--- src/rtl/pwm_capture.sv ---
// pwm_capture: measures period and high time of a PWM input in clk cycles.
// Optional build macro PWM_CAPTURE_GLITCH_FILTER_EN adds a 3-sample hold
// filter after the synchronizer (pulses shorter than 3 cycles are dropped,
// both edges delayed equally so measurements are unchanged).
//
// Output handshake: valid is a one-cycle strobe with no ready/back-pressure.
// period_out/high_out/overflow change only in the cycle valid is high and
// hold otherwise; a consumer that misses the strobe reads the previous result.
module pwm_capture #(
  parameter int CW = 8
) (
  input  logic          clk,
  input  logic          rst,
  input  logic          enable,
  input  logic          pwmin,
  output logic [CW-1:0] period_out,
  output logic [CW-1:0] high_out,
  output logic          valid,
  output logic          overflow,
  output logic          timeout,
  output logic          level,
  output logic [1:0]    state_dbg
);

  typedef enum logic [1:0] {
    IDLE = 2'd0,
    ARM  = 2'd1,
    HIGH = 2'd2,
    LOW  = 2'd3
  } state_t;

  localparam logic [CW-1:0] CNT_MAX = '1;
  localparam logic [CW-1:0] CNT_ONE = CW'(1);

  logic s1, s2, s, s_d;
  logic rise, fall;

`ifdef PWM_CAPTURE_GLITCH_FILTER_EN
  logic h1, h2;

  // Synchronize, then let s follow only after 3 equal synchronized samples.
  always_ff @(posedge clk or negedge rst) begin
    if (!rst) begin
      s1  <= 1'b0;
      s2  <= 1'b0;
      h1  <= 1'b0;
      h2  <= 1'b0;
      s   <= 1'b0;
      s_d <= 1'b0;
    end else begin
      s1  <= pwmin;
      s2  <= s1;
      h1  <= s2;
      h2  <= h1;
      if ((s2 == h1) && (h1 == h2)) s <= s2;
      s_d <= s;
    end
  end
`else
  // Synchronize, then register for edge detection.
  always_ff @(posedge clk or negedge rst) begin
    if (!rst) begin
      s1  <= 1'b0;
      s2  <= 1'b0;
      s   <= 1'b0;
      s_d <= 1'b0;
    end else begin
      s1  <= pwmin;
      s2  <= s1;
      s   <= s2;
      s_d <= s;
    end
  end
`endif

  assign rise  = s & ~s_d;
  assign fall  = ~s & s_d;
  assign level = s;

  state_t        state_q, state_d;
  logic [CW-1:0] cnt, hcnt, cnt_inc;
  logic          ovf;

  // State register.
  always_ff @(posedge clk or negedge rst) begin
    if (!rst) state_q <= IDLE;
    else      state_q <= state_d;
  end

  // Next-state: disable always wins, otherwise walk the edges.
  always_comb begin
    state_d = state_q;
    if (!enable) begin
      state_d = IDLE;
    end else begin
      case (state_q)
        IDLE:    state_d = ARM;
        ARM:     if (rise) state_d = HIGH;
        HIGH:    if (fall) state_d = LOW;
        LOW:     if (rise) state_d = HIGH;
        default: state_d = IDLE;
      endcase
    end
  end

  // Saturating increment of the live counter.
  always_comb begin
    cnt_inc = cnt;
    if (cnt != CNT_MAX) cnt_inc = cnt + CNT_ONE;
  end

  // Counters, overflow flag and published results.
  always_ff @(posedge clk or negedge rst) begin
    if (!rst) begin
      cnt        <= '0;
      hcnt       <= '0;
      ovf        <= 1'b0;
      valid      <= 1'b0;
      period_out <= '0;
      high_out   <= '0;
      overflow   <= 1'b0;
    end else if (!enable || state_q == IDLE) begin
      cnt   <= '0;
      hcnt  <= '0;
      ovf   <= 1'b0;
      valid <= 1'b0;
    end else begin
      valid <= 1'b0;
      case (state_q)
        ARM: begin
          if (rise) cnt <= CNT_ONE;
        end
        HIGH: begin
          cnt <= cnt_inc;
          if (cnt_inc == CNT_MAX) ovf <= 1'b1;
          if (fall) hcnt <= cnt;
        end
        LOW: begin
          if (rise) begin
            period_out <= cnt;
            high_out   <= hcnt;
            overflow   <= ovf;
            valid      <= 1'b1;
            ovf        <= 1'b0;
            cnt        <= CNT_ONE;
          end else begin
            cnt <= cnt_inc;
            if (cnt_inc == CNT_MAX) ovf <= 1'b1;
          end
        end
        default: ;
      endcase
    end
  end

  assign timeout   = ((state_q == HIGH) || (state_q == LOW)) && (cnt == CNT_MAX);
  assign state_dbg = state_q;

endmodule

--- config.mk ---
export PLATFORM = sky130hd
export DESIGN_NAME = pwm_capture
export DESIGN_NICKNAME = d
export VERILOG_FILES = /design/src/rtl/pwm_capture.sv
export SDC_FILE = /design/constraint.sdc
export NUM_CORES = 1
export LEC_CHECK = 0
export CORE_AREA = 2 2 61 63
export CTS_BUF_LIST = sky130_fd_sc_hd__clkbuf_8
export DETAILED_ROUTE_END_ITERATION = 10
export DIE_AREA = 0 0 63 65
export PLACE_DENSITY = 0.8
export SLEW_MARGIN = 10
export SYNTH_ARGS = -nofsm -noshare
export SYNTH_HDL_FRONTEND = slang
export SYNTH_SLANG_ARGS = --single-unit
--- constraint.sdc ---
create_clock -name clk -period 2.12 [get_ports clk]
set_input_delay 0.53 -clock clk [delete_from_list [all_inputs] [get_ports clk]]
set_output_delay 0.53 -clock clk [all_outputs]
set_load 0.05 [all_outputs]
==> reports/metrics.yaml, run 1 <==
status:
  status: "completed"
placed_design:
  gp_congestion: 0.876
  io_buffers: 25
  hpwl_um: 2880
  preCtsSetupSlack_ns: 0.0988
critical_path:
  critical_path_required_ns: 1.59
  critPathTopFamily: "simple AND/OR/NAND/NOR gates"
  cp.arrival_ns: 1.52
  slowest_stage: "dfrtp_1"
  crit_buf_inv: 1
  path_class: "flip-flop to output port"
  crit_chain: "ha_4 -> nand2_2 -> or3_4 -> nor2_4 -> buf_12"
  critPathMaxStageDelay_ns: 0.40
  setup.worst_path.start_class: "flip-flop"
  critPathMaxFanout: 2
  end_kind: "output port"
clock_network:
  cts_tree: "done"
  cts_made_buffers: 5
  insertion_delay_ns: 0.29
  path_clk_slew_ns: 0.08
  ctsRootBufferMaster: "clkbuf_8"
  h-tree-depth: 2
  clock_path_buffers: 2
  clkSinkCount: 41
timing:
  setup_tns_ns: 0
  period_share_pct: 96.7
  worst_slew_pin_slew_ns: 0.526
  setup_ws_ns: 0.0697
  hold_viol: 0
  worst_clock_skew_ns: 0.00691
  layout_min_cycle_time_ns: 2.05
  setup_viol: 0
  slew_viol_final: 0
  fmax_mhz: 488
  relSlewSlack_pct: 64.8
  rsz0062_at_grt: "false"
floorplanning:
  die_w_um: 63
  num_io_pins: 26
  start_util_pct: 53.6
  fp.dieH_um: 65
  core_um2: 3500
  core.rowCount: 22
  dieArea_um2: 4100
pwr:
  clkPwrFrac_pct: 39.9
  p_total_mw: 1.51
  swShare_pct: 22.6
  seqPwrFrac_pct: 53.0
  p_int_mw: 1.17
  leakage_nw: 1.12
  p_per_area_nw_per_um2: 621
  irDropWorstVdd_v: 0.000467
  pwr-share-comb_pct: 7.1
  p_switching_uw: 342
route:
  drtPass1Iterations: 4
  via_per_inst: 5.80
  ant_nets: 0
  first_iter_violations: 109
  drcViolationCount: 0
  vias: 1462
  wirelength_um: 4250
  wl_per_cell_um: 16.9
logic_synthesis:
  ys_ff_latch: 41
  synthTopCellsByArea: "dfrtp_1 (55%), mux2_2 (11%), a21bo_2 (3.7%)"
  synth_area_um2: 1870
  synth_cell_types: 41
  seq_area_frac_synth_pct: 54.8
  ys.flop_type: "dfrtp_1"
  synth_edf_count: 0
  synth_fp_nets: 166
  synthCells: 161
  avgSynthCellArea_um2: 11.6
  yosys-top-cells-count: "dfrtp_1 (41), mux2_2 (18), nand2_1 (10), nand4_1 (9), a21bo_2 (7)"
  yosysWarnings: 0
  synth.largest_area_cell: "dfrtp_1"
  synth.most_common_cell: "dfrtp_1"
  synthArstFlopShare_pct: 100
  synth.top_cell.area_share_pct: 54.8
global_route:
  grt_max_degree: 42
  gr-usage-all-layers_pct: 23.4
  overflow: 0
  grt_pass1_vias: 1479
  grt_pass1_wl_um: 7280
  antenna_found_initial: 0
flow_run:
  maxCapViolCount: 0
layout:
  synthToLayoutAreaGrowth_pct: 29.9
  layout-drive-gt1-share_pct: 32.8
  diodes: 0
  fillers: 257
  nets: 209
hold_path:
  hp-class: "input pin to async pin"
-- logic make-up after synthesis --
kind of cell	synth area share [%]
flip-flops	54.8
XOR/XNOR	0.935
adder cells (fa/ha/maj)	0.668
buffers and inverters	3.34
multiplexers	11.4
AO/OA/AOI/OAI	13.5
AND/OR/NAND/NOR	15.4
-- per-stage QoR --
step                util (%)  hold slack [ns]  area [um2]  std cells
floorplan                  -            0.234        1880        161
global placement        65.4            0.337        2290        242
detailed placement      65.4            0.342        2290        242
CTS                     69.1            0.307        2410        250
global route            69.6            0.330        2430        252
finish                  69.6            0.282        2430        252
-- area by class of cell --
| type | count | area (um2) | area share, % |
|---|---|---|---|
| sequential | 41 | 1030 | 42.3 |
| multi-input combinational | 107 | 812 | 33.4 |
| timing repair buffer | 46 | 418 | 17.2 |
| clock buffer | 5 | 68.8 | 2.83 |
| tap | 48 | 60.1 | 2.47 |
| clock inverter | 2 | 35.0 | 1.44 |
| inverter | 3 | 11.3 | 0.463 |
-- path summary, 6_finish.rpt --
| path | depth (start not counted) | endpoint | from | slack [ns] |
|---|---|---|---|---|
| worst max-delay path | 5 | timeout | cnt[0] | 0.07 |
| worst min-delay path | 2 | cnt[3] | rst | 0.28 |
| worst max register to register | 7 | cnt[7] | cnt[0] | 0.22 |
| worst min register to register | 0 | level | s2 | 0.35 |
| max in group asynchronous | 2 | cnt[7] | rst | 1.46 |
| min in group clk | 0 | level | s2 | 0.35 |
-- layer usage --
layer / vias up / track usage, % / share of wire (%)
met5: - / 0 / 0
met3: 8 / 7.29 / 5.7
met1: 726 / 29.2 / 42
met2: 54 / 38.0 / 50
li1: 674 / - / -
met4: 0 / 9.17 / 1.5
-- timing repair --
action / in CTS / in global routing
pin swaps: 1 / 3
buffers inserted: 1 / 2
endpoints found under the setup margin: 1 / 1
resized for setup: 3 / 2
hold buffers: 0 / 0
-- power by group through the flow --
stage | Clock, mW | Combinational [mW] | Sequential [mW]
after floorplan | 0 | 0.0409 | 0.828
after global placement | 0 | 0.104 | 0.814
after detailed placement | 0 | 0.106 | 0.815
after CTS | 0.609 | 0.108 | 0.800
after global routing | 0.652 | 0.119 | 0.801
final | 0.602 | 0.108 | 0.800
-- cell usage in the layout (no fill, tap or decap), types with 2 or more instances in the layout --
| cell | n |
|---|---|
| a21bo_2 | 7 |
| a21oi_1 | 5 |
| a31oi_1 | 5 |
| and2_1 | 3 |
| and3_1 | 4 |
| buf_12 | 2 |
| buf_4 | 23 |
| clkbuf_8 | 5 |
| clkdlybuf4s50_1 | 20 |
| dfrtp_1 | 39 |
| dfrtp_2 | 2 |
| inv_1 | 3 |
| mux2_2 | 18 |
| nand2_1 | 9 |
| nand3_1 | 5 |
| nand4_1 | 9 |
| nor2_1 | 3 |
| nor2_4 | 2 |
| nor2b_1 | 2 |
| nor3_1 | 4 |
| o21ai_0 | 3 |
| o22ai_1 | 2 |
| o31ai_1 | 2 |
| or4_1 | 2 |
| xnor2_1 | 2 |
-- sequential cells by signal, summed over array words and instances, names as in the netlist --
signal / cells
cnt: 8
hcnt: 8
high_out: 8
level: 1
overflow: 1
ovf: 1
period_out: 8
s1: 1
s2: 1
s_d: 1
state_dbg: 2
valid: 1
(Power assumes the default switching activity.)
==> run 2, diff against run 1 <==
--- a/config.mk
+++ b/config.mk
@@ -9,6 +9,7 @@
 export CTS_BUF_LIST = sky130_fd_sc_hd__clkbuf_8
 export DETAILED_ROUTE_END_ITERATION = 10
 export DIE_AREA = 0 0 63 65
+export GPL_ROUTABILITY_DRIVEN = 0
 export PLACE_DENSITY = 0.8
 export SLEW_MARGIN = 10
 export SYNTH_ARGS = -nofsm -noshare
==> reports/metrics.yaml, run 2 (synthesized netlist as in run 1, its figures left out) <==
pwr:
  p_per_area_nw_per_um2: 617
  pwr-share-comb_pct: 7.4
  leakage_nw: 1.14
  seqPwrFrac_pct: 53.1
  p_int_mw: 1.17
  clkPwrFrac_pct: 39.5
  p_switching_uw: 337
  swShare_pct: 22.3
  irDropWorstVdd_v: 0.000426
critical_path:
  reg2reg_to: "cnt[7]"
  cp.arrival_ns: 1.53
  cp-endpoint: "timeout"
  critPathMaxStageDelay_ns: 0.41
  slowest_stage: "dfrtp_1"
  rrSetupSlack_ns: 0.32
  reg2reg_depth: 6
  r2r-start: "cnt[1]"
  critPathLaunch: "cnt[1]"
  critical_path_required_ns: 1.59
  setup.worst_path.start_class: "flip-flop"
  end_kind: "output port"
  crit_chain: "ha_4 -> nand2_1 -> or3_4 -> nor2_4 -> buf_12"
  path_class: "flip-flop to output port"
  critPathMaxFanout: 2
clock_network:
  hold_buffers: 0
  insertion_delay_ns: 0.29
  cts_tree: "done"
  ctsRootBufferMaster: "clkbuf_8"
  h-tree-depth: 2
  clkSinkCount: 41
  path_clk_slew_ns: 0.07
  clock_path_buffers: 2
  cts_made_buffers: 5
timing:
  hold_viol: 0
  relSlewSlack_pct: 66.6
  slew_viol_final: 0
  worst_slew_pin_slew_ns: 0.500
  worst_clock_skew_ns: 0.00377
  layout_min_cycle_time_ns: 2.06
  period_share_pct: 97.3
  setup_viol: 0
  fmax_mhz: 485
layout:
  nets: 210
  final_cell_mix: "dfrtp_1 (40), buf_4 (23), clkdlybuf4s50_1 (20)"
  layout_commonest_cell: "dfrtp_1"
  synthToLayoutAreaGrowth_pct: 30.4
  layout-drive-gt1-share_pct: 31.7
  diodes: 0
  utilization_pct: 69.9
  design_area_um2: 2440
route:
  ant_nets: 0
  drtPass1Iterations: 4
  wl_per_cell_um: 16.7
  first_iter_violations: 129
  drcViolationCount: 0
  wirelength_um: 4220
  vias: 1508
  via_per_inst: 5.96
floorplanning:
  num_io_pins: 26
  die_w_um: 63
  start_util_pct: 53.6
  dieArea_um2: 4100
  core.rowCount: 22
  core_um2: 3500
  fp.dieH_um: 65
placed_design:
  hpwl_um: 2850
  io_buffers: 25
  placed_area_um2: 2280
status:
  status: "completed"
global_route:
  grt_pass1_vias: 1540
  overflow: 0
  gr-usage-all-layers_pct: 23.9
  antenna_found_initial: 0
  grt_max_degree: 42
  grt_pass1_wl_um: 7550
hold_path:
  hp-class: "input pin to async pin"
flow_run:
  maxCapViolCount: 0
-- run 2: cell types whose count changed in the layout (fill, tap and decap cells not counted) --
cell	before	now
dfrtp_2	2	1
nand2_1	9	10
dlymetal6s2s_1	0	1
dfrtp_1	39	40
nand2_2	1	0
-- run 2: worst min-delay path by stage --
| stage | cells past startpoint | slack [ns] | start | end |
|---|---|---|---|---|
| after floorplan | 0 | 0.23 | rst | cnt[0] |
| after global placement | 0 | 0.34 | s1 | s2 |
| after detailed placement | 0 | 0.35 | s1 | s2 |
| after CTS | 2 | 0.31 | rst | period_out[2] |
| after global routing | 2 | 0.35 | rst | high_out[1] |
| final | 2 | 0.28 | rst | cnt[0] |
-- run 2: power by group through the flow --
| stage | clock network, mW | logic (mW) | registers, mW |
|---|---|---|---|
| floorplan | 0 | 0.0409 | 0.828 |
| detailed placement | 0 | 0.105 | 0.815 |
| global placement | 0 | 0.102 | 0.815 |
| finish | 0.596 | 0.111 | 0.801 |
| global route | 0.639 | 0.122 | 0.802 |
| CTS | 0.607 | 0.108 | 0.800 |
-- run 2: per-stage QoR --
step / std cells / setup TNS, ns / setup WS (ns) / power [mW] / hold WS, ns
detailed placement: 241 / 0 / 0.104 / 0.919 / 0.346
global route: 253 / -0.00229 / -0.00229 / 1.56 / 0.351
CTS: 251 / 0 / 0.0162 / 1.52 / 0.306
floorplan: 161 / 0 / 0.0104 / 0.869 / 0.234
global placement: 241 / 0 / 0.117 / 0.917 / 0.339
finish: 253 / 0 / 0.0563 / 1.51 / 0.282
-- run 2: final cells by class --
| type | count | area (um2) |
|---|---|---|
| inverters | 3 | 11.3 |
| repair buffers | 47 | 430 |
| clock buffers | 5 | 68.8 |
| multi-input cells | 107 | 810 |
| fillers | 251 | 1050 |
| well taps | 48 | 60.1 |
| clock inverters | 2 | 35.0 |
| flip-flops and latches | 41 | 1030 |
-- run 2: routing by layer --
| layer | up-vias | track usage (%) | routed length [um] |
|---|---|---|---|
| li1 | 680 | - | - |
| met3 | 18 | 6.25 | 321 |
| met2 | 84 | 40.0 | 2110 |
| met1 | 726 | 29.0 | 1650 |
| met5 | - | 0 | 0 |
| met4 | 0 | 10.8 | 136 |
-- run 2: worst max-delay path, delay by kind of cell (launching register included) --
kind,cells,cell delay [ns]
buffers and inverters,1,0.14
AND/OR/NAND/NOR,3,0.53
adder cells (fa/ha/maj),1,0.16
flip-flops,1,0.41
-- run 2: timing repair --
action	CTS	global route
buffers inserted	3	2
pin swaps	1	2
gates resized for setup	3	1
hold endpoints to repair	0	0
setup endpoints to repair	1	2
